<file path="config.mk">
export PLATFORM = sky130hd
export DESIGN_NAME = bcd_countdown
export DESIGN_NICKNAME = d
export VERILOG_FILES = /design/src/rtl/counter_pkg.sv /design/src/rtl/bcd_down_digit.sv /design/src/rtl/bcd_countdown.sv
export SDC_FILE = /design/constraint.sdc
export NUM_CORES = 1
export LEC_CHECK = 0
export BUFFER_PORTS_ARGS = -buffer_cell sky130_fd_sc_hd__buf_2
export CAP_MARGIN = 20
export CORE_MARGIN = 2
export CORE_UTILIZATION = 30
export DETAILED_ROUTE_END_ITERATION = 12
export SYNTH_ARGS = -nofsm -noshare
export SYNTH_HDL_FRONTEND = slang
export SYNTH_SLANG_ARGS = --single-unit
</file>
<file path="constraint.sdc">
create_clock -name clk -period 1.9 [get_ports clk]
set_input_delay 0.095 -clock clk [delete_from_list [all_inputs] [get_ports clk]]
set_output_delay 0.095 -clock clk [all_outputs]
set_load 0.01 [all_outputs]
</file>
<file path="src/rtl/counter_pkg.sv">
// Shared definitions for the BCD counter family: digit width, digit type,
// sequencing states and the digit sanitizer used on load.
package counter_pkg;

  localparam int         BCD_W   = 4;
  localparam logic [3:0] BCD_MAX = 4'd9;

  typedef logic [BCD_W-1:0] bcd_digit_t;

  typedef enum logic {
    IDLE = 1'b0,
    RUN  = 1'b1
  } state_t;

  // Non-decimal nibbles (A..F) saturate to 9 so the display never shows garbage.
  function automatic bcd_digit_t sanitize_digit(input bcd_digit_t d);
    return (d > BCD_MAX) ? BCD_MAX : d;
  endfunction

endpackage

</file>
<file path="src/rtl/bcd_down_digit.sv">
// One mod-10 down-counting BCD digit. Load wins over decrement; a decrement
// from 0 wraps to 9 and raises borrow_out so the next digit steps down too.
module bcd_down_digit
  import counter_pkg::*;
(
  input  logic       clk,
  input  logic       reset,
  input  logic       dec,
  input  logic       load,
  input  bcd_digit_t load_digit,
  output bcd_digit_t digit,
  output logic       borrow_out
);

  bcd_digit_t digit_q, digit_d;

  // Next digit value: load, else decrement with 0 -> 9 wrap, else hold.
  always_comb begin
    digit_d = digit_q;
    if (load) begin
      digit_d = load_digit;
    end else if (dec) begin
      digit_d = (digit_q == '0) ? BCD_MAX : digit_q - 1'b1;
    end
  end

  // Digit register, cleared immediately by the active-low reset.
  always_ff @(posedge clk or negedge reset) begin
    if (!reset) begin
      digit_q <= '0;
    end else begin
      digit_q <= digit_d;
    end
  end

  assign digit      = digit_q;
  assign borrow_out = dec & (digit_q == '0);

endmodule

</file>
<file path="src/rtl/bcd_countdown.sv">
// Multi-digit BCD countdown timer. Loads a sanitized BCD start value, counts
// down one per enabled clock with decimal borrow, pulses done on reaching 0.
// Build option: define BCD_COUNTDOWN_RELOAD_EN for periodic mode, where the
// counter stays in RUN at 0 and the next enabled edge reloads load_val.
//
//   state | meaning
//   ------+--------------------------------------------
//   IDLE  | count held regardless of on (reset state)
//   RUN   | decrementing on each on=1 edge
module bcd_countdown
  import counter_pkg::*;
#(
  parameter int DIGITS = 2
) (
  input  logic                    clk,
  input  logic                    reset,
  input  logic                    on,
  input  logic                    load,
  input  logic [BCD_W*DIGITS-1:0] load_val,
  output logic [BCD_W*DIGITS-1:0] out,
  output logic                    zero,
  output logic                    done
);

  localparam int               W       = BCD_W * DIGITS;
  localparam logic [W-1:0]     CNT_ONE = {{(W-1){1'b0}}, 1'b1};

  state_t          state_q, state_d;
  logic            done_q, done_d;
  logic            dec0;
  logic            reload;
  logic            digit_load;
  logic [W-1:0]    load_san;
  logic            san_nonzero;
  logic            at_zero;
  logic            at_one;
  bcd_digit_t      digit_val [DIGITS];
  logic [DIGITS-1:0] borrow;
  logic            borrow_unused;

  for (genvar i = 0; i < DIGITS; i++) begin : g_digit
    bcd_digit_t dec_in;
    logic       dec_bit;

    assign load_san[i*BCD_W +: BCD_W] = sanitize_digit(load_val[i*BCD_W +: BCD_W]);
    assign dec_in                     = '0;

    if (i == 0) begin : g_lsd
      assign dec_bit = dec0;
    end else begin : g_upper
      assign dec_bit = borrow[i-1];
    end

    bcd_down_digit u_digit (
      .clk        (clk),
      .reset      (reset),
      .dec        (dec_bit),
      .load       (digit_load),
      .load_digit (load_san[i*BCD_W +: BCD_W]),
      .digit      (digit_val[i]),
      .borrow_out (borrow[i])
    );

    assign out[i*BCD_W +: BCD_W] = digit_val[i] | dec_in;
  end

  // The top digit never borrows because 0 is never decremented.
  assign borrow_unused = borrow[DIGITS-1];

  assign san_nonzero = (load_san != '0);
  assign at_zero     = (out == '0);
  assign at_one      = (out == CNT_ONE);
  assign digit_load  = load | reload;
  assign zero        = at_zero;
  assign done        = done_q;

  // State register.
  always_ff @(posedge clk or negedge reset) begin
    if (!reset) begin
      state_q <= IDLE;
    end else begin
      state_q <= state_d;
    end
  end

  // Next state: load decides RUN/IDLE from the sanitized value; terminal count
  // returns to IDLE in one-shot mode and stays in RUN in periodic mode.
  always_comb begin
    state_d = state_q;
    if (load) begin
      state_d = san_nonzero ? RUN : IDLE;
    end else if ((state_q == RUN) && on && at_one) begin
`ifdef BCD_COUNTDOWN_RELOAD_EN
      state_d = RUN;
`else
      state_d = IDLE;
`endif
    end
  end

  // Datapath controls: decrement, periodic reload and the terminal-count pulse.
  always_comb begin
    dec0   = 1'b0;
    reload = 1'b0;
    done_d = 1'b0;
    if (!load && (state_q == RUN) && on) begin
      if (!at_zero) begin
        dec0   = 1'b1;
        done_d = at_one;
      end else begin
`ifdef BCD_COUNTDOWN_RELOAD_EN
        reload = 1'b1;
`else
        reload = 1'b0;
`endif
      end
    end
  end

  // Registered done pulse, high in the cycle out first reads 0.
  always_ff @(posedge clk or negedge reset) begin
    if (!reset) begin
      done_q <= 1'b0;
    end else begin
      done_q <= done_d;
    end
  end

endmodule

</file>
==> impl_metrics.xml, run 1 <==
<?xml version="1.0" encoding="UTF-8"?>
<metrics>
  <group name="critical_path">
    <metric name="critPathMaxFanout" unit="">6</metric>
    <metric name="reg2reg_setup_slack" unit="ns">0.20</metric>
    <metric name="critPathRequiredTime" unit="ns">1.80</metric>
    <metric name="max_stage_delay" unit="ns">0.55</metric>
    <metric name="worst_r2r_path_depth" unit="">3</metric>
    <metric name="cp_num_buf_inv" unit="">1</metric>
    <metric name="endpoint_kind" unit="">primary output</metric>
    <metric name="crit-reg2reg-launch" unit="">g_digit[1].u_digit.digit[0]</metric>
    <metric name="crit_path_start_kind" unit="">flip-flop</metric>
    <metric name="worstPathCellList" unit="">or4_4 &gt; or2_1 &gt; nor2_1 &gt; buf_2</metric>
    <metric name="timing.critical_path.slowest_stage_cell" unit="">sky130_fd_sc_hd__or4_4</metric>
    <metric name="critical_path.top_delay_family" unit="">simple AND/OR/NAND/NOR gates</metric>
    <metric name="cp_data_arrival_time" unit="ns">1.72</metric>
    <metric name="setup.worst_path.class" unit="">flip-flop to primary output</metric>
    <metric name="r2r-end" unit="">g_digit[1].u_digit.digit[2]</metric>
  </group>
  <group name="clocking">
    <metric name="tritoncts" unit="">yes</metric>
    <metric name="numClockSinks" unit="">10</metric>
    <metric name="clock_tree.root_cell" unit="">sky130_fd_sc_hd__clkbuf_4</metric>
    <metric name="cts-htree-levels" unit="">1</metric>
    <metric name="clk_latency" unit="ns">0.27</metric>
    <metric name="number_of_buffers_on_the_longest_clock_path" unit="">2</metric>
    <metric name="cts_buffers" unit="">3</metric>
    <metric name="path_clk_slew" unit="ns">0.07</metric>
  </group>
  <group name="floorplanning">
    <metric name="core" unit="mm2">0.001942</metric>
    <metric name="placementRows" unit="">16</metric>
    <metric name="floorplan.die_area" unit="mm2">0.002412</metric>
    <metric name="starting_utilization_of_the_core_area" unit="">0.3144</metric>
    <metric name="die_y" unit="um">49.12</metric>
    <metric name="top_level_ports" unit="">22</metric>
    <metric name="dieWidth" unit="um">49.12</metric>
  </group>
  <group name="synth">
    <metric name="mappedNetlistArea" unit="um2">610.6</metric>
    <metric name="synth.ff_latch_count" unit="">10</metric>
    <metric name="synth_warnings" unit="">0</metric>
    <metric name="synthCells" unit="">68</metric>
    <metric name="yosys.cell_types.count" unit="">32</metric>
    <metric name="synth-seq-area-share" unit="">0.4098</metric>
    <metric name="syn-mean-instance-area" unit="um2">8.979</metric>
    <metric name="synth.net_count" unit="">80</metric>
  </group>
  <group name="sta">
    <metric name="max_slew_margin" unit="">0.7845</metric>
    <metric name="final-max-slew-violation-count" unit="">0</metric>
    <metric name="worst_slew_pin_slew" unit="ns">0.3193</metric>
    <metric name="fmaxAchievable" unit="MHz">550.4</metric>
    <metric name="hold_viol" unit="">0</metric>
    <metric name="worst_hold_slack" unit="ns">0.08616</metric>
    <metric name="final_min_period_over_clock_period" unit="">0.9562</metric>
    <metric name="setup-violations-final" unit="">0</metric>
    <metric name="timing.final.ws_setup" unit="ns">0.08328</metric>
    <metric name="timing.final.crit_period" unit="ns">1.817</metric>
    <metric name="fin_worst_skew" unit="ns">0.004035</metric>
    <metric name="finalSetupTns" unit="ns">0</metric>
  </group>
  <group name="min_path">
    <metric name="hold_start" unit="">load_val[5]</metric>
    <metric name="hold_end" unit="">g_digit[1].u_digit.digit[1]</metric>
    <metric name="min-delay-path-class" unit="">primary input to flip-flop</metric>
    <metric name="min_delay_path_depth" unit="">3</metric>
  </group>
  <group name="cells_and_area">
    <metric name="nFillCells" unit="">204</metric>
    <metric name="finish.cell_count_without_fillers" unit="">123</metric>
    <metric name="layout-drive-gt1-share" unit="">0.3542</metric>
    <metric name="final_net_count" unit="">110</metric>
    <metric name="final_core_util" unit="">0.4175</metric>
    <metric name="insertedDiodeCount" unit="">0</metric>
    <metric name="sequential_cell_area" unit="um2">252.7</metric>
    <metric name="area.growth.synth_to_final" unit="%">32.79</metric>
    <metric name="multiInputGateArea" unit="um2">334.1</metric>
  </group>
  <group name="route">
    <metric name="wl_per_cell" unit="um">14.40</metric>
    <metric name="wirelength" unit="um">1771</metric>
    <metric name="drt_drc_violations_left" unit="">0</metric>
    <metric name="initial_drc_count" unit="">30</metric>
    <metric name="post_drt_via_cell_ratio" unit="">5.593</metric>
    <metric name="vias" unit="">688</metric>
    <metric name="ant_nets" unit="">0</metric>
    <metric name="drt_pass1_iterations" unit="">4</metric>
  </group>
  <group name="job">
    <metric name="cap_violations" unit="">0</metric>
  </group>
  <group name="global_route">
    <metric name="grt_overflow_total" unit="">0</metric>
    <metric name="via_count_of_the_first_global_routing_pass" unit="">574</metric>
    <metric name="grt_start_max_net_pins" unit="">15</metric>
    <metric name="grt_use_total" unit="">0.1565</metric>
    <metric name="grt_first_pass_wirelength" unit="um">2815</metric>
    <metric name="antenna_found_initial" unit="">0</metric>
  </group>
  <group name="placed_design">
    <metric name="routabilityCongestion" unit="">0.7933</metric>
    <metric name="place.port_buffers" unit="">21</metric>
    <metric name="post-dp-hpwl" unit="um">1216</metric>
    <metric name="placedCellCount" unit="">117</metric>
    <metric name="dp_slack" unit="ns">0.1874</metric>
  </group>
  <group name="power">
    <metric name="internal_power_summed_over_all_cells" unit="uW">380.5</metric>
    <metric name="combPwrFrac" unit="">0.276</metric>
    <metric name="switching_share_of_power" unit="">0.3359</metric>
    <metric name="power.sequential.fraction" unit="">0.450</metric>
    <metric name="power_frac_clock" unit="">0.274</metric>
    <metric name="power.switching" unit="uW">192.4</metric>
    <metric name="power_per_cell_area" unit="mW/mm2">706.7</metric>
    <metric name="max-vdd-ir-drop" unit="mV">0.2733</metric>
    <metric name="p_leak" unit="nW">0.3728</metric>
  </group>
  <group name="status">
    <metric name="run_status" unit="">complete, no violations</metric>
  </group>
</metrics>
-- layout make-up --
cell class              instances  area share
multi-input cells              51      0.4120
clock buffers                   3     0.02778
inverters                       6     0.02778
flip-flops and latches         10      0.3117
well taps                      27     0.04167
repair buffers                 26      0.1790
-- state kept, by name, summed over array words and instances (netlist names) --
signal                 flops
done                       1
state_q                    1
g_digit.u_digit.digit      8
-- worst max path at each step --
stage                                      from                           to  slack, ns  depth (start not counted)
floorplan           g_digit[0].u_digit.digit[2]  g_digit[1].u_digit.digit[2]       0.19                          3
global placement    g_digit[1].u_digit.digit[0]  g_digit[1].u_digit.digit[2]       0.22                          3
detailed placement  g_digit[1].u_digit.digit[0]  g_digit[1].u_digit.digit[2]       0.19                          3
CTS                 g_digit[1].u_digit.digit[0]                         zero       0.03                          4
global route        g_digit[1].u_digit.digit[0]                         zero     -0.002                          4
finish              g_digit[1].u_digit.digit[0]                         zero       0.08                          4
-- layer usage --
layer | global-route usage | up-vias | wire length [um]
met5 | 0 | - | 0
met3 | 0.03988 | 2 | 133
met1 | 0.2355 | 334 | 800
met2 | 0.2050 | 35 | 820
met4 | 0.07143 | 0 | 17
li1 | - | 317 | -
-- layout by cell type, fill, tap and decap left out, types with 2 or more instances in the layout --
cell type	synthesis	routed
sky130_fd_sc_hd__nor4_1	2	2
sky130_fd_sc_hd__dfrtp_1	10	8
sky130_fd_sc_hd__a31oi_1	2	2
sky130_fd_sc_hd__inv_1	6	6
sky130_fd_sc_hd__nand3_1	2	2
sky130_fd_sc_hd__nor3_1	2	2
sky130_fd_sc_hd__buf_2	0	21
sky130_fd_sc_hd__nor2_1	5	5
sky130_fd_sc_hd__nand2_1	4	4
sky130_fd_sc_hd__clkbuf_4	0	3
sky130_fd_sc_hd__o21ai_0	6	6
sky130_fd_sc_hd__dfrtp_2	0	2
sky130_fd_sc_hd__mux2i_1	2	2
sky130_fd_sc_hd__buf_4	0	4
sky130_fd_sc_hd__o22ai_1	2	2
sky130_fd_sc_hd__a21oi_1	3	3
sky130_fd_sc_hd__or3_1	2	2
sky130_fd_sc_hd__o311ai_0	2	2
-- cells in the mapped netlist, drive strengths merged --
library cell  count  area [um2]
dfrtp            10       250.2
inv               6       22.52
o21ai             6       30.03
nor2              5       18.77
nand2             4       15.01
a21oi             3       15.01
a31oi             2       12.51
mux2i             2       20.02
nand3             2       10.01
nor3              2       10.01
nor4              2       12.51
o22ai             2       12.51
o311ai            2       17.52
or3               2       12.51
or4               2       18.77
a211o             1       8.760
a32oi             1       8.760
and2b             1       8.760
and3b             1       8.760
and4              1       8.760
and4bb            1       12.51
clkbuf            1       3.750
nand3b            1       7.510
nand4             1       6.260
o2111ai           1       8.760
o211ai            1       7.510
o21a              1       7.510
o21ba             1       10.01
o31ai             1       7.510
or2               1       6.260
or4bb             1       11.26
-- metrics by stage --
step,cell area (um2),total power [mW]
final,810.8,0.5730
after global placement,760.7,0.4048
after global routing,810.8,0.6037
after detailed placement,760.7,0.4069
after CTS,793.3,0.5603
after floorplan,610.6,0.3389
-- repair_timing --
item,in CTS,in global routing
hold endpoints to repair,10,0
endpoints found under the setup margin,0,1
setup buffers,0,2
hold buffers,1,0
resized for setup,0,2
-- kinds of logic (layout without fill, tap and decap cells) --
| group | after synthesis | count (layout) | share of synthesized area |
|---|---|---|---|
| and+or+nand+nor | 27 | 27 | 0.2746 |
| AOI/OAI and AO/OA | 22 | 22 | 0.2398 |
| DFF | 10 | 10 | 0.4098 |
| buffers and inverters | 7 | 35 | 0.04302 |
| muxes | 2 | 2 | 0.03279 |
-- power by group through the flow --
stage	Combinational (mW)	Sequential (mW)	Clock, mW
after floorplan	0.0698	0.269	0
after global placement	0.146	0.259	0
after detailed placement	0.146	0.261	0
after CTS	0.149	0.257	0.154
after global routing	0.173	0.262	0.168
final	0.158	0.258	0.157
-- tightest hold or removal path, delay by kind of cell --
family | cells | cell delay, ns
buffers and inverters | 1 | 0.10
AND/OR/NAND/NOR | 2 | 0.13
Power figures use the tool's default switching activity.
==> run 2, diff against run 1 <==
- BUFFER_PORTS_ARGS: -buffer_cell sky130_fd_sc_hd__buf_2 -> unset
- DONT_BUFFER_PORTS: unset -> 1
- SETUP_SLACK_MARGIN: unset -> 0.15
==> run 2 against run 1 <==
Net effect: the run now ends with hold timing left; non-clock buffer count fell by 13; global-route usage fell by 0.30 points; first-iteration DRC count fell by 43%; utilization fell by 1.4 points; sequential share of layout area rose by 0.73 points; clock skew fell by 0.0017 ns.
==> impl_metrics.xml, run 2 (synthesis gave the netlist of run 1 again) <==
<?xml version="1.0" encoding="UTF-8"?>
<metrics>
  <group name="route">
    <metric name="ant_nets" unit="">0</metric>
    <metric name="initial_drc_count" unit="">17</metric>
    <metric name="met3_length" unit="um">107</metric>
    <metric name="highest_layer" unit="">met4</metric>
    <metric name="wirelength" unit="um">1703</metric>
    <metric name="vias" unit="">622</metric>
    <metric name="drt_drc_violations_left" unit="">0</metric>
    <metric name="post_drt_via_cell_ratio" unit="">5.655</metric>
    <metric name="wl_per_cell" unit="um">15.48</metric>
    <metric name="wl_met2" unit="um">782</metric>
    <metric name="drt_pass1_iterations" unit="">4</metric>
    <metric name="routedLengthMet1" unit="um">789</metric>
  </group>
  <group name="critical_path">
    <metric name="timing.critical_path.slowest_stage_cell" unit="">sky130_fd_sc_hd__or4_4</metric>
    <metric name="cp_data_arrival_time" unit="ns">1.63</metric>
    <metric name="worstPathCellList" unit="">or4_4 &gt; or2_1 &gt; nor2_2</metric>
    <metric name="setup.worst_path.class" unit="">flip-flop to primary output</metric>
    <metric name="crit_path_start_kind" unit="">flip-flop</metric>
    <metric name="max_stage_delay" unit="ns">0.56</metric>
    <metric name="endpoint_kind" unit="">primary output</metric>
    <metric name="critPathMaxFanout" unit="">5</metric>
    <metric name="critPathRequiredTime" unit="ns">1.80</metric>
  </group>
  <group name="sta">
    <metric name="fin_worst_skew" unit="ns">0.002353</metric>
    <metric name="finalSetupTns" unit="ns">0</metric>
    <metric name="setup-violations-final" unit="">0</metric>
    <metric name="max_slew_margin" unit="">0.6807</metric>
    <metric name="final-max-slew-violation-count" unit="">0</metric>
    <metric name="fmaxAchievable" unit="MHz">580.2</metric>
    <metric name="worst_slew_pin_slew" unit="ns">0.4774</metric>
    <metric name="grt_setup_unrepaired" unit="">yes</metric>
    <metric name="timing.final.crit_period" unit="ns">1.724</metric>
    <metric name="hold_viol" unit="">2</metric>
    <metric name="worst_hold_slack" unit="ns">-0.005280</metric>
    <metric name="final_min_period_over_clock_period" unit="">0.9071</metric>
  </group>
  <group name="job">
    <metric name="cap_violations" unit="">0</metric>
  </group>
  <group name="placed_design">
    <metric name="place.port_buffers" unit="">0</metric>
    <metric name="post-dp-hpwl" unit="um">1231</metric>
    <metric name="postPlaceCellArea" unit="um2">685.7</metric>
    <metric name="placedCellCount" unit="">100</metric>
    <metric name="routabilityCongestion" unit="">0.8393</metric>
  </group>
  <group name="floorplanning">
    <metric name="dieWidth" unit="um">49.12</metric>
    <metric name="top_level_ports" unit="">22</metric>
    <metric name="placementRows" unit="">16</metric>
    <metric name="die_y" unit="um">49.12</metric>
    <metric name="starting_utilization_of_the_core_area" unit="">0.3144</metric>
    <metric name="floorplan.die_area" unit="mm2">0.002412</metric>
    <metric name="core" unit="mm2">0.001942</metric>
  </group>
  <group name="cells_and_area">
    <metric name="finish.instance_area" unit="um2">784.5</metric>
    <metric name="most_common_cell_after_layout_fill_and_taps_aside" unit="">sky130_fd_sc_hd__dfrtp_1</metric>
    <metric name="layout-drive-gt1-share" unit="">0.2048</metric>
    <metric name="mostFrequentLayoutCells" unit="">sky130_fd_sc_hd__dfrtp_1 (10), sky130_fd_sc_hd__buf_4 (7), sky130_fd_sc_hd__inv_1 (6), sky130_fd_sc_hd__o21ai_0 (6), sky130_fd_sc_hd__dlygate4sd3_1 (5)</metric>
    <metric name="final_net_count" unit="">97</metric>
    <metric name="largest_register_ffs" unit="">8</metric>
    <metric name="insertedDiodeCount" unit="">0</metric>
    <metric name="finish.cell_count_without_fillers" unit="">110</metric>
    <metric name="area.growth.synth_to_final" unit="%">28.48</metric>
  </group>
  <group name="clocking">
    <metric name="cts_buffers" unit="">3</metric>
    <metric name="cts-htree-levels" unit="">1</metric>
    <metric name="number_of_buffers_on_the_longest_clock_path" unit="">2</metric>
    <metric name="numClockSinks" unit="">10</metric>
    <metric name="tritoncts" unit="">yes</metric>
    <metric name="clock_tree.root_cell" unit="">sky130_fd_sc_hd__clkbuf_4</metric>
    <metric name="path_clk_slew" unit="ns">0.07</metric>
    <metric name="clk_latency" unit="ns">0.26</metric>
  </group>
  <group name="global_route">
    <metric name="grt_start_max_net_pins" unit="">11</metric>
    <metric name="grt_first_pass_wirelength" unit="um">2856</metric>
    <metric name="grt_overflow_total" unit="">0</metric>
    <metric name="antenna_found_initial" unit="">0</metric>
    <metric name="via_count_of_the_first_global_routing_pass" unit="">593</metric>
    <metric name="grt_use_total" unit="">0.1534</metric>
  </group>
  <group name="status">
    <metric name="run_status" unit="">finished with violations</metric>
    <metric name="violations" unit="">hold timing</metric>
  </group>
  <group name="min_path">
    <metric name="min-delay-path-class" unit="">primary input to flip-flop</metric>
  </group>
  <group name="power">
    <metric name="max-vdd-ir-drop" unit="mV">0.3672</metric>
    <metric name="power_per_cell_area" unit="mW/mm2">710.6</metric>
    <metric name="p_leak" unit="nW">0.3230</metric>
  </group>
</metrics>
## run 2: cell count changes in the layout (fill, tap and decap cells not counted)
| cell | before | now |
|---|---|---|
| sky130_fd_sc_hd__or3_4 | 0 | 1 |
| sky130_fd_sc_hd__dfrtp_2 | 2 | 0 |
| sky130_fd_sc_hd__nor2_1 | 5 | 4 |
| sky130_fd_sc_hd__or3_1 | 2 | 1 |
| sky130_fd_sc_hd__dfrtp_1 | 8 | 10 |
| sky130_fd_sc_hd__buf_6 | 0 | 1 |
| sky130_fd_sc_hd__dlygate4sd3_1 | 1 | 5 |
| sky130_fd_sc_hd__buf_2 | 21 | 0 |
| sky130_fd_sc_hd__buf_4 | 4 | 7 |
| sky130_fd_sc_hd__nor2_2 | 0 | 1 |
## run 2: worst max-delay path, delay by kind of cell, from the launching register on
family | cells | cell delay, ns
AND/OR/NAND/NOR | 3 | 0.98
flip-flops | 1 | 0.39
## run 2: cell type report
| class | instances | area, um2 |
|---|---|---|
| fillers | 208 | 1157 |
| inverters | 6 | 22.52 |
| flip-flops and latches | 10 | 250.2 |
| repair buffers | 13 | 113.9 |
| well taps | 27 | 33.78 |
| clock buffers | 3 | 22.52 |
| multi-input cells | 51 | 341.6 |
## run 2: final timing paths
path | startpoint | to | slack [ns] | cells after the start
max | g_digit[0].u_digit.digit[3] | zero | 0.18 | 3
min | load_val[5] | g_digit[1].u_digit.digit[1] | -0.005 | 2
max reg2reg | g_digit[0].u_digit.digit[3] | g_digit[1].u_digit.digit[2] | 0.24 | 3
min reg2reg | state_q | done | 0.60 | 2
max in group asynchronous | reset | g_digit[0].u_digit.digit[2] | 1.36 | 1
min in group asynchronous | reset | g_digit[0].u_digit.digit[0] | 0.22 | 1
## run 2: metal layers
layer / track usage / vias to the layer above
met4: 0.04286 / 0
met5: 0 / -
met1: 0.2171 / 296
met2: 0.2207 / 24
met3: 0.05215 / 4
li1: - / 298
## run 2: power breakdown
group          switching [mW]  internal (mW)  total (mW)  leakage [nW]
sequential             0.0186          0.232       0.250         0.120
combinational          0.0805         0.0757       0.156         0.190
clock                  0.0778         0.0732       0.151        0.0138
total                   0.177          0.381       0.557         0.323
## run 2: metrics by stage
stage	worst slack [ns]	power, mW	util
floorplan	0.1946	0.3389	-
global placement	0.2730	0.3807	0.3531
detailed placement	0.2474	0.3830	0.3531
CTS	0.1763	0.5448	0.3918
global route	0.1274	0.5890	0.4040
finish	0.1765	0.5575	0.4040
## run 2: timing repair
item,4_1_cts,5_1_grt
hold buffers,5,0
setup endpoints to repair,1,1
pin swaps,0,3
resized for setup,1,2
hold endpoints to repair,15,0
buffers inserted,0,2
